==> config.mk <==
export PLATFORM = sky130hd
export DESIGN_NAME = adder_share_arb_flat
export DESIGN_NICKNAME = d
export VERILOG_FILES = /design/src/rtl/core_pkg.sv /design/src/rtl/adder_share_arb_if.sv /design/src/rtl/rr_pick.sv /design/src/rtl/adder_share_arb.sv /design/src/flat_wrapper.sv
export SDC_FILE = /design/constraint.sdc
export NUM_CORES = 1
export LEC_CHECK = 0
export CAP_MARGIN = 40
export CORE_AREA = 2 2 127 160
export CTS_CLUSTER_SIZE = 12
export DETAILED_ROUTE_END_ITERATION = 8
export DIE_AREA = 0 0 129 162
export PLACE_DENSITY = 0.59
export SYNTH_ARGS = -nofsm -noshare
export SYNTH_HDL_FRONTEND = slang
export SYNTH_SLANG_ARGS = --single-unit
==> constraint.sdc <==
create_clock -name clk -period 4.5 [get_ports clk]
set_clock_uncertainty 0.2 [all_clocks]
set_input_delay 0.9 -clock clk [delete_from_list [all_inputs] [get_ports clk]]
set_output_delay 0.9 -clock clk [all_outputs]
set_load 0.01 [all_outputs]
==> src/rtl/core_pkg.sv <==
`default_nettype none
// ============================================================================
//  Module      : core_pkg
//  Description : Shared core constants and the requester ids of the shared adder.
//  Revision    : 1.0  initial release
// ============================================================================
package core_pkg;

    localparam int XLEN = 32;

    typedef enum logic [1:0] {
        REQ_PC   = 2'd0,
        REQ_BR   = 2'd1,
        REQ_AGU  = 2'd2,
        REQ_MISC = 2'd3
    } req_id_e;

endpackage : core_pkg
`default_nettype wire

==> src/rtl/adder_share_arb_if.sv <==
`default_nettype none
// ============================================================================
//  Module      : adder_share_arb_if
//  Description : Requester and result handshake bundle of the shared adder.
//  Revision    : 1.0  initial release
// ============================================================================
interface adder_share_arb_if
    import core_pkg::*;
#(
    parameter int WIDTH   = XLEN,
    parameter int NUM_REQ = 4,
    parameter int ID_W    = 2
) ();

    logic [NUM_REQ-1:0]       req_valid;
    logic [NUM_REQ-1:0]       req_ready;
    logic [NUM_REQ*WIDTH-1:0] req_a;
    logic [NUM_REQ*WIDTH-1:0] req_b;
    logic                     res_valid;
    logic                     res_ready;
    logic [WIDTH-1:0]         res_data;
    logic                     res_carry;
    logic [ID_W-1:0]          res_id;

    // master: the requesters plus the result consumer
    modport master (
        output req_valid, req_a, req_b, res_ready,
        input  req_ready, res_valid, res_data, res_carry, res_id
    );

    modport slave (
        input  req_valid, req_a, req_b, res_ready,
        output req_ready, res_valid, res_data, res_carry, res_id
    );

endinterface : adder_share_arb_if
`default_nettype wire

==> src/rtl/rr_pick.sv <==
`default_nettype none
// ============================================================================
//  Module      : rr_pick
//  Description : Combinational round-robin pick: first set request at or after ptr.
//  Revision    : 1.0  initial release
// ============================================================================
module rr_pick #(
    parameter int NUM_REQ = 4,
    parameter int ID_W    = 2
) (
    input  wire logic [NUM_REQ-1:0] i_req,
    input  wire logic [ID_W-1:0]    i_ptr,
    output logic      [NUM_REQ-1:0] o_grant,
    output logic      [ID_W-1:0]    o_idx,
    output logic                    o_any
);

    logic [ID_W-1:0] w_cand;

    // Scan from the farthest offset back to ptr so the nearest valid one wins;
    // index wrap comes for free because NUM_REQ == 2**ID_W.
    always_comb begin
        w_cand  = '0;
        o_idx   = '0;
        o_any   = 1'b0;
        o_grant = '0;
        for (int k = NUM_REQ - 1; k >= 0; k--) begin
            w_cand = i_ptr + k[ID_W-1:0];
            if (i_req[w_cand]) begin
                o_idx = w_cand;
                o_any = 1'b1;
            end
        end
        if (o_any) begin
            o_grant = NUM_REQ'(1) << o_idx;
        end
    end

endmodule : rr_pick
`default_nettype wire

==> src/rtl/adder_share_arb.sv <==
`default_nettype none
// ============================================================================
//  Module      : adder_share_arb
//  Description : Round-robin sharing of one adder among NUM_REQ requesters with a
//                single registered, id-tagged result.
//  Revision    : 1.0  initial release
// ============================================================================
module adder_share_arb
    import core_pkg::*;
#(
    parameter int WIDTH   = XLEN,
    parameter int NUM_REQ = 4,
    parameter int ID_W    = 2
) (
    input  wire logic        clk,
    input  wire logic        rst,
    adder_share_arb_if.slave bus
);

    logic [ID_W-1:0]    r_ptr;
    logic               r_res_valid;
    logic [WIDTH-1:0]   r_res_data;
    logic               r_res_carry;
    logic [ID_W-1:0]    r_res_id;

    logic               w_can_accept;
    logic [NUM_REQ-1:0] w_req_masked;
    logic [NUM_REQ-1:0] w_grant;
    logic [ID_W-1:0]    w_idx;
    logic               w_accept;
    logic [WIDTH-1:0]   w_a;
    logic [WIDTH-1:0]   w_b;
    logic [WIDTH:0]     w_sum;

    // The output register may refill in the same cycle it drains.
    assign w_can_accept = !r_res_valid || bus.res_ready;
    assign w_req_masked = bus.req_valid & {NUM_REQ{w_can_accept && !rst}};

    rr_pick #(
        .NUM_REQ (NUM_REQ),
        .ID_W    (ID_W)
    ) u_pick (
        .i_req   (w_req_masked),
        .i_ptr   (r_ptr),
        .o_grant (w_grant),
        .o_idx   (w_idx),
        .o_any   (w_accept)
    );

    assign w_a   = bus.req_a[int'(w_idx)*WIDTH +: WIDTH];
    assign w_b   = bus.req_b[int'(w_idx)*WIDTH +: WIDTH];
    assign w_sum = {1'b0, w_a} + {1'b0, w_b};

    always_ff @(posedge clk or posedge rst) begin
        if (rst) begin
            r_ptr       <= '0;
            r_res_valid <= 1'b0;
            r_res_data  <= '0;
            r_res_carry <= 1'b0;
            r_res_id    <= '0;
        end else if (w_accept) begin
            r_res_valid <= 1'b1;
            r_res_data  <= w_sum[WIDTH-1:0];
            r_res_carry <= w_sum[WIDTH];
            r_res_id    <= w_idx;
            r_ptr       <= w_idx + ID_W'(1);
        end else if (bus.res_ready) begin
            r_res_valid <= 1'b0;
        end
    end

    assign bus.req_ready = w_grant;
    assign bus.res_valid = r_res_valid;
    assign bus.res_data  = r_res_data;
    assign bus.res_carry = r_res_carry;
    assign bus.res_id    = r_res_id;

endmodule : adder_share_arb
`default_nettype wire

==> src/flat_wrapper.sv <==
// flat-port wrapper written by rule: the top's interface ports become plain ports
module adder_share_arb_flat import core_pkg::*;
#(
    parameter int WIDTH   = XLEN,
    parameter int NUM_REQ = 4,
    parameter int ID_W    = 2
)
  (clk, rst, bus_req_valid, bus_req_a, bus_req_b, bus_res_ready, bus_req_ready, bus_res_valid, bus_res_data, bus_res_carry, bus_res_id);
  adder_share_arb_if #(.WIDTH(WIDTH), .NUM_REQ(NUM_REQ), .ID_W(ID_W)) bus_i ();
  input  wire logic clk;
  input  wire logic rst;
  input wire logic [$bits(bus_i.req_valid)-1:0] bus_req_valid;
  input wire logic [$bits(bus_i.req_a)-1:0] bus_req_a;
  input wire logic [$bits(bus_i.req_b)-1:0] bus_req_b;
  input wire logic [$bits(bus_i.res_ready)-1:0] bus_res_ready;
  output wire logic [$bits(bus_i.req_ready)-1:0] bus_req_ready;
  output wire logic [$bits(bus_i.res_valid)-1:0] bus_res_valid;
  output wire logic [$bits(bus_i.res_data)-1:0] bus_res_data;
  output wire logic [$bits(bus_i.res_carry)-1:0] bus_res_carry;
  output wire logic [$bits(bus_i.res_id)-1:0] bus_res_id;
  assign bus_i.req_valid = bus_req_valid;
  assign bus_i.req_a = bus_req_a;
  assign bus_i.req_b = bus_req_b;
  assign bus_i.res_ready = bus_res_ready;
  assign bus_req_ready = bus_i.req_ready;
  assign bus_res_valid = bus_i.res_valid;
  assign bus_res_data = bus_i.res_data;
  assign bus_res_carry = bus_i.res_carry;
  assign bus_res_id = bus_i.res_id;
  adder_share_arb #(.WIDTH(WIDTH), .NUM_REQ(NUM_REQ), .ID_W(ID_W)) u_core (.clk(clk), .rst(rst), .bus(bus_i));
endmodule
==> results of run 1 <==
per-stage QoR:
stage               hold WS [ps]  instance area [µm²]  setup slack [ps]
floorplan                    314                 5470              -276
global placement             261                 9670              -535
detailed placement           270                 9670              -582
CTS                          283                10400              7.30
global route                 305                10600              9.37
finish                       275                10600               165
cells in the final DEF, fill, tap and decap left out, types with 5 or more instances in the layout:
master | Yosys | routed
buf_6 | 0 | 6
nand3_1 | 17 | 17
nand2_2 | 0 | 6
nor3_1 | 9 | 9
buf_12 | 0 | 14
ha_4 | 0 | 5
dfrtp_1 | 38 | 38
xnor2_1 | 12 | 12
nand2_1 | 319 | 313
and3_4 | 0 | 6
a21oi_1 | 39 | 34
o21a_1 | 7 | 7
inv_1 | 10 | 7
o31ai_1 | 6 | 5
nand4_1 | 14 | 14
a31oi_2 | 0 | 6
buf_4 | 4 | 139
nor2_1 | 17 | 17
clkdlybuf4s50_1 | 0 | 296
a31oi_1 | 67 | 57
ha_1 | 36 | 28
and3_1 | 71 | 65
o21ai_0 | 43 | 36
and2_1 | 6 | 5
clkbuf_16 | 0 | 6
xor2_1 | 9 | 9
a21o_1 | 8 | 8
sequential cells by signal, indices dropped and copies added, names as in the netlist:
name                  count
u_core.bus.res_id         2
u_core.bus.res_data      32
u_core.bus.res_carry      1
u_core.bus.res_valid      1
u_core.r_ptr              2
worst max path at each step:
| stage | from | endpoint | slack, ps |
|---|---|---|---|
| after global placement | bus_req_valid[0] | u_core.bus.res_data[23] | -530 |
| final | bus_res_ready | u_core.bus.res_data[23] | 160 |
| after global routing | bus_res_ready | u_core.bus.res_data[23] | 9 |
| after detailed placement | bus_req_valid[0] | u_core.bus.res_data[23] | -580 |
| after CTS | bus_req_valid[0] | u_core.bus.res_data[29] | 7 |
| after floorplan | rst | u_core.bus.res_data[29] | -280 |
power breakdown:
part,switching [mW],internal [mW],total (mW)
combinational,1.45,1.68,3.12
sequential,0.112,0.496,0.608
clock,0.148,0.262,0.410
kinds of logic after synthesis:
logic type / count (synthesis) / share of synthesized area (%)
simple gates: 474 / 39.8
compound gates: 201 / 24.0
buf+inv: 76 / 5.91
flops: 38 / 17.9
fa+ha+maj: 37 / 8.85
xor+xnor: 21 / 3.46
mux: 1 / 0.188
worst min-delay path: stages, from the launching register on:
cell,delay (ps)
dfrtp_1,340
nand2_1,40
o21ai_0,60
Yosys cell counts (7+ instances only):
cell        n
nand2_1   319
and3_1     71
a31oi_1    67
clkbuf_1   48
o21ai_0    43
a21oi_1    39
dfrtp_1    38
ha_1       36
nand3_1    17
nor2_1     17
nand4_1    14
xnor2_1    12
inv_1      10
nor3_1      9
xor2_1      9
a21o_1      8
buf_2       8
o21a_1      7
metal layers:
metal | part of all wire (%) | up-vias | GRT usage [%]
li1 | - | 3807 | -
met1 | 43 | 3472 | 31.9
met2 | 49 | 254 | 40.5
met3 | 4.7 | 46 | 2.54
met4 | 3.3 | 0 | 8.89
met5 | 0 | - | 0
cell type report:
type | count | area share, %
repair buffers | 471 | 44.0
multi-input cells | 734 | 41.8
well taps | 265 | 3.14
clock inverters | 1 | 0.284
diodes | 2 | 0.0474
flip-flops and latches | 38 | 9.00
inverters | 10 | 0.545
clock buffers | 7 | 1.26
what timing repair did:
action                     in CTS  in global routing
setup buffers                  16                  6
pin swaps                      27                 28
gates cloned                    7                  1
hold buffers                    0                  0
gates resized for setup        49                 32
setup endpoints to repair      21                 20
==> impl_metrics.csv, run 1 <==
group,metric,value,unit
run_status,status,"completed",
yosys,synth-edff-count,0,
power,powerDensity,392,mW/mm²
finish,drive_gt1_share,18.9,%
die,core,0.0193,mm²
cts,htree_levels,2,
sta,fin_tns_setup,0,ps
die,io_pins,303,
global_route,grt_pass1_wl,40.1,mm
routing,remaining_drc_errors,0,
sta,slew_violations,0,
cts,root_buffer,"clkbuf_16",
finish,regArea,951,µm²
die,start_util,27.5,%
global_route,grt_pass1_vias,7584,
sta,tightest_slew,851,ps
routing,routed_wirelength,25.9,mm
worst_setup_path,critPathKind,"input port to flip-flop",
worst_setup_path,cp_top_family,"compound AO/OA/AOI/OAI gates",
global_route,gr-total-overflow,0,
worst_setup_path,reg2reg_setup_slack,240,ps
global_route,grt_usage,24.2,%
finish,multi_input_area,0.00441,mm²
cts,cts_tree,"yes",
worst_setup_path,timing.rr.start,"u_core.r_ptr[1]",
cts,clk_pin_slew_worst_paths,60,ps
placement,placedCellCount,1490,
worst_setup_path,slowest_stage,"or4b_4",
worst_setup_path,arrival,4320,ps
worst_setup_path,endpoint_kind,"flip-flop",
die,dieHeight,162,µm
yosys,ys_types,58,
yosys,yosysTopAreaCellShare,22.5,%
finish,nFillCells,1866,
routing,routed_via_density,4.96,
yosys,syn_area,0.00532,mm²
yosys,async_flop_share,100,%
die,die_area,0.0209,mm²
hold_path,hold_depth,2,
routing,ant_nets,0,
yosys,ys.flop_type,"dfrtp_1",
cts,clkLatencyLatePin,290,ps
finish,syn_to_final_growth,98.7,%
power,p_total,4.14,mW
yosys,yosysTopAreaCell,"nand2_1",
sta,rsz0062_at_grt,"false",
worst_setup_path,cp.buffers_inverters,4,
cts,cts_buffer_depth,2,
sta,hold_violations,0,
finish,instances_no_fill,1528,
hold_path,hp-class,"flip-flop to flip-flop",
worst_setup_path,cp_max_fo,11,
worst_setup_path,cp-start-kind,"input port",
yosys,syn_inst,848,
sta,finalCritPeriodShare,96.3,%
worst_setup_path,r2r_cells,18,
worst_setup_path,r2r_end,"u_core.bus.res_data[23]",
cts,cts_buffers,5,
yosys,synth_seq_cells,38,
run,max_cap_violations,0,
power,leakagePower,4.72,nW
finish,post-route-util,54.7,%
worst_setup_path,path_depth,18,
die,die_w,129,µm
routing,routedWlPerCell,16.9,µm
yosys,yosysSeqAreaShare,17.9,%
die,core.rowCount,57,
routing,firstDrtPassIters,5,
worst_setup_path,crit_required,4490,ps
finish,layout.nets,1560,
hold_path,min-delay-start,"u_core.bus.res_data[11]",
routing,drtIter0Drc,406,
yosys,ys_top_cells_by_area,"nand2_1, dfrtp_1, ha_1",
global_route,grt_start_max_net_pins,46,
placement,portBuffers,302,
sta,setup_viol,0,
placement,gp_congestion,0.912,
sta,period_minus_slack,4340,ps
cts,cts_sinks,38,
hold_path,hold_end,"u_core.bus.res_data[11]",
yosys,synthesis.nets,1148,
yosys,synth-warning-count,0,
worst_setup_path,crit_chain,"dlygate4sd2_1, nand2b_4, and2_4, o21ai_4, a21oi_4, bufbuf_16, buf_6, buf_16, nand2_1, a31oi_1, ha_1, o21a_1, o211ai_1, a2111oi_4, o21ai_2, or4b_4, and3_1, o31ai_1",
routing,vias,7579,
power,vdd_drop_max,0.000210,V
sta,relSlewSlack,43.3,%
worst_setup_path,critPathMaxStageDelay,510,ps
yosys,syn_avg_cell_area,6.27,µm²
placement,dp_hpwl,20.7,mm
global_route,antenna_found_initial,2,
sta,max_freq,0.231,GHz
Power figures use the tool's default switching activity.
==> inputs of run 2 (changes only) <==
Settings changed: CTS_CLUSTER_DIAMETER set to 30, CTS_CLUSTER_SIZE 12 to 10.
==> results of run 2 <==
Final layout, timing and power as in run 1 (identical DEF).
==> inputs of run 3 (changes only) <==
Settings changed: PLACE_DENSITY 0.59 to 0.71.
Clock period 4.5 ns to 4.2 ns, I/O delays scaled along.
==> run 3 against run 2 <==
  * The flow now finishes with violations (negative setup slack)
  * Sequential power grew 5.1%
  * Highest routed layer unchanged
  * Clock power fell by 9.3%
  * Total power rose by 12%
  * Register-to-register slack got worse by 290 ps
  * Combinational power up 16%
  * Cell count up 1.4%
  * Utilization up 3.2 points
  * Critical path depth is 3 higher
  * Wire length rose by 6.8%
  * Largest power group unchanged
  * Final area up 5.9%
  * Critical path type unchanged
  * First-iteration DRC count rose by 33%
  * Worst hold slack worse by 0.63 ps
==> impl_metrics.csv, run 3 (synthesis results as in run 1) <==
group,metric,value,unit
finish,n_antenna_cell,0,
die,die_area,0.0209,mm²
routing,remaining_drc_errors,0,
cts,cts_tree,"yes",
global_route,grt_pass1_wl,39.8,mm
sta,finalCritPeriodShare,103,%
sta,holdWs,274,ps
cts,htree_levels,2,
cts,cts_sinks,38,
finish,final_cell_mix,"nand2_1, clkdlybuf4s50_1, buf_4, and3_1",
global_route,antenna_found_initial,1,
routing,routed_via_density,5.17,
global_route,grt_usage,24.1,%
cts,clkLatencyLatePin,280,ps
routing,top_layer_used,"met4",
routing,met1_length,11.1,mm
global_route,gr-total-overflow,0,
cts,cts_buffers,5,
global_route,grt_start_max_net_pins,42,
routing,drtIter0Drc,541,
worst_setup_path,critPathKind,"input port to flip-flop",
placement,portBuffers,302,
worst_setup_path,crit_required,4180,ps
finish,drive_gt1_share,25.5,%
worst_setup_path,cp-start-kind,"input port",
worst_setup_path,arrival,4290,ps
die,dieHeight,162,µm
run,max_cap_violations,0,
routing,wl_met3,1.74,mm
routing,firstDrtPassIters,5,
hold_path,hp-class,"flip-flop to flip-flop",
sta,period_minus_slack,4310,ps
worst_setup_path,slowest_stage,"or4b_4",
sta,timing.final.ws_setup,-108,ps
cts,cts_buffer_depth,2,
sta,max_freq,0.232,GHz
worst_setup_path,cp_max_fo,7,
finish,syn_to_final_growth,111,%
power,vdd_drop_max,0.000186,V
finish,largest_reg_flops,32,
routing,routedWlPerCell,17.9,µm
sta,slew_violations,0,
placement,gp_congestion,0.968,
finish,layout.nets,1585,
die,core,0.0193,mm²
run_status,status,"complete, but fails checks",
run_status,violations,"negative setup slack",
die,io_pins,303,
sta,setup_viol,4,
sta,rsz0062_at_grt,"true",
routing,routed_wirelength,27.7,mm
routing,ant_nets,0,
die,die_w,129,µm
power,leakagePower,4.87,nW
worst_setup_path,endpoint_kind,"flip-flop",
routing,wl_met2,13.7,mm
sta,hold_violations,0,
die,start_util,27.5,%
worst_setup_path,crit_chain,"clkbuf_2, nand2b_4, and2_4, o21ai_4, a21oi_4, buf_6, inv_8, buf_12, buf_4, nand2_1, and3_1, a31oi_2, ha_4, o21a_1, o211ai_1, buf_4, a2111oi_4, o21ai_2, or4b_4, and3_1, o31ai_2",
placement,dp_hpwl,20.4,mm
finish,final_common_cell,"nand2_1",
cts,holdBufCountCts,0,
cts,clk_pin_slew_worst_paths,60,ps
placement,dp_slack,-898,ps
routing,vias,8001,
sta,tightest_slew,704,ps
worst_setup_path,critPathMaxStageDelay,510,ps
power,powerDensity,415,mW/mm²
die,core.rowCount,57,
sta,relSlewSlack,53.1,%
cts,root_buffer,"clkbuf_16",
global_route,grt_pass1_vias,7578,
power,p_total,4.64,mW
-- run 3: cell types whose count changed in the layout (fill, tap and decap cells not counted), moves of 6 or more --
cell,change
o21ai_0,-8
and3_4,+7
a31oi_4,+8
buf_4,+19
nand2_1,-12
nand2_2,+10
buf_6,+8
and3_1,-7
ha_1,-6
a31oi_1,-19
ha_4,+8
a31oi_2,+11
-- run 3: what timing repair did --
item | CTS | global route
endpoints found under the hold margin | 0 | 0
resized for setup | 106 | 88
pin swaps | 43 | 37
endpoints found under the setup margin | 27 | 21
cloned | 6 | 3
setup buffers | 21 | 14
-- run 3: final timing paths --
kind / cells after the start / startpoint / slack [ps] / to
min: 2 / u_core.bus.res_data[1] / 270 / u_core.bus.res_data[1]
max reg2reg: 20 / u_core.r_ptr[1] / -50 / u_core.bus.res_data[23]
max in group asynchronous: 3 / rst / 2940 / u_core.bus.res_data[23]
max: 21 / bus_res_ready / -110 / u_core.bus.res_data[23]
min reg2reg: 2 / u_core.bus.res_data[1] / 270 / u_core.bus.res_data[1]
min in group asynchronous: 4 / rst / 460 / u_core.bus.res_valid
-- run 3: metal layers --
layer / GRT usage, % / vias to the layer above
li1: - / 3861
met4: 9.09 / 0
met3: 3.59 / 78
met5: 0 / -
met2: 41.7 / 383
met1: 30.0 / 3679
-- run 3: metrics by stage --
step	utilization, %	instance area (µm²)	std cells	setup TNS, ps
2_1_floorplan	-	5470	848	-4830
3_3_place_gp	50.3	9720	1502	-14930
3_5_place_dp	50.3	9720	1502	-16130
4_1_cts	54.8	10600	1533	-135
5_1_grt	57.9	11200	1549	-1300
6_report	57.9	11200	1549	-223
-- run 3: worst max-delay path: cells and delay by family --
kind	cells	cell delay (ps)
and+or+nand+nor	6	1240
AOI/OAI and AO/OA	8	1180
buffers and inverters	6	800
adders and majority gates	1	240
-- run 3: where the power goes --
part / total [mW] / switching (mW) / internal, mW
logic: 3.63 / 1.69 / 1.94
registers: 0.639 / 0.107 / 0.532
clock network: 0.372 / 0.143 / 0.229
total: 4.64 / 1.94 / 2.70
-- run 3: area by class of cell --
cell class / count / area, µm²
Inverter: 10 / 53.8
Multi-Input combinational cell: 734 / 4850
Sequential cell: 38 / 951
Tap cell: 265 / 332
Clock buffer: 6 / 139
Fill cell: 1708 / 8140
Timing Repair Buffer: 496 / 4860
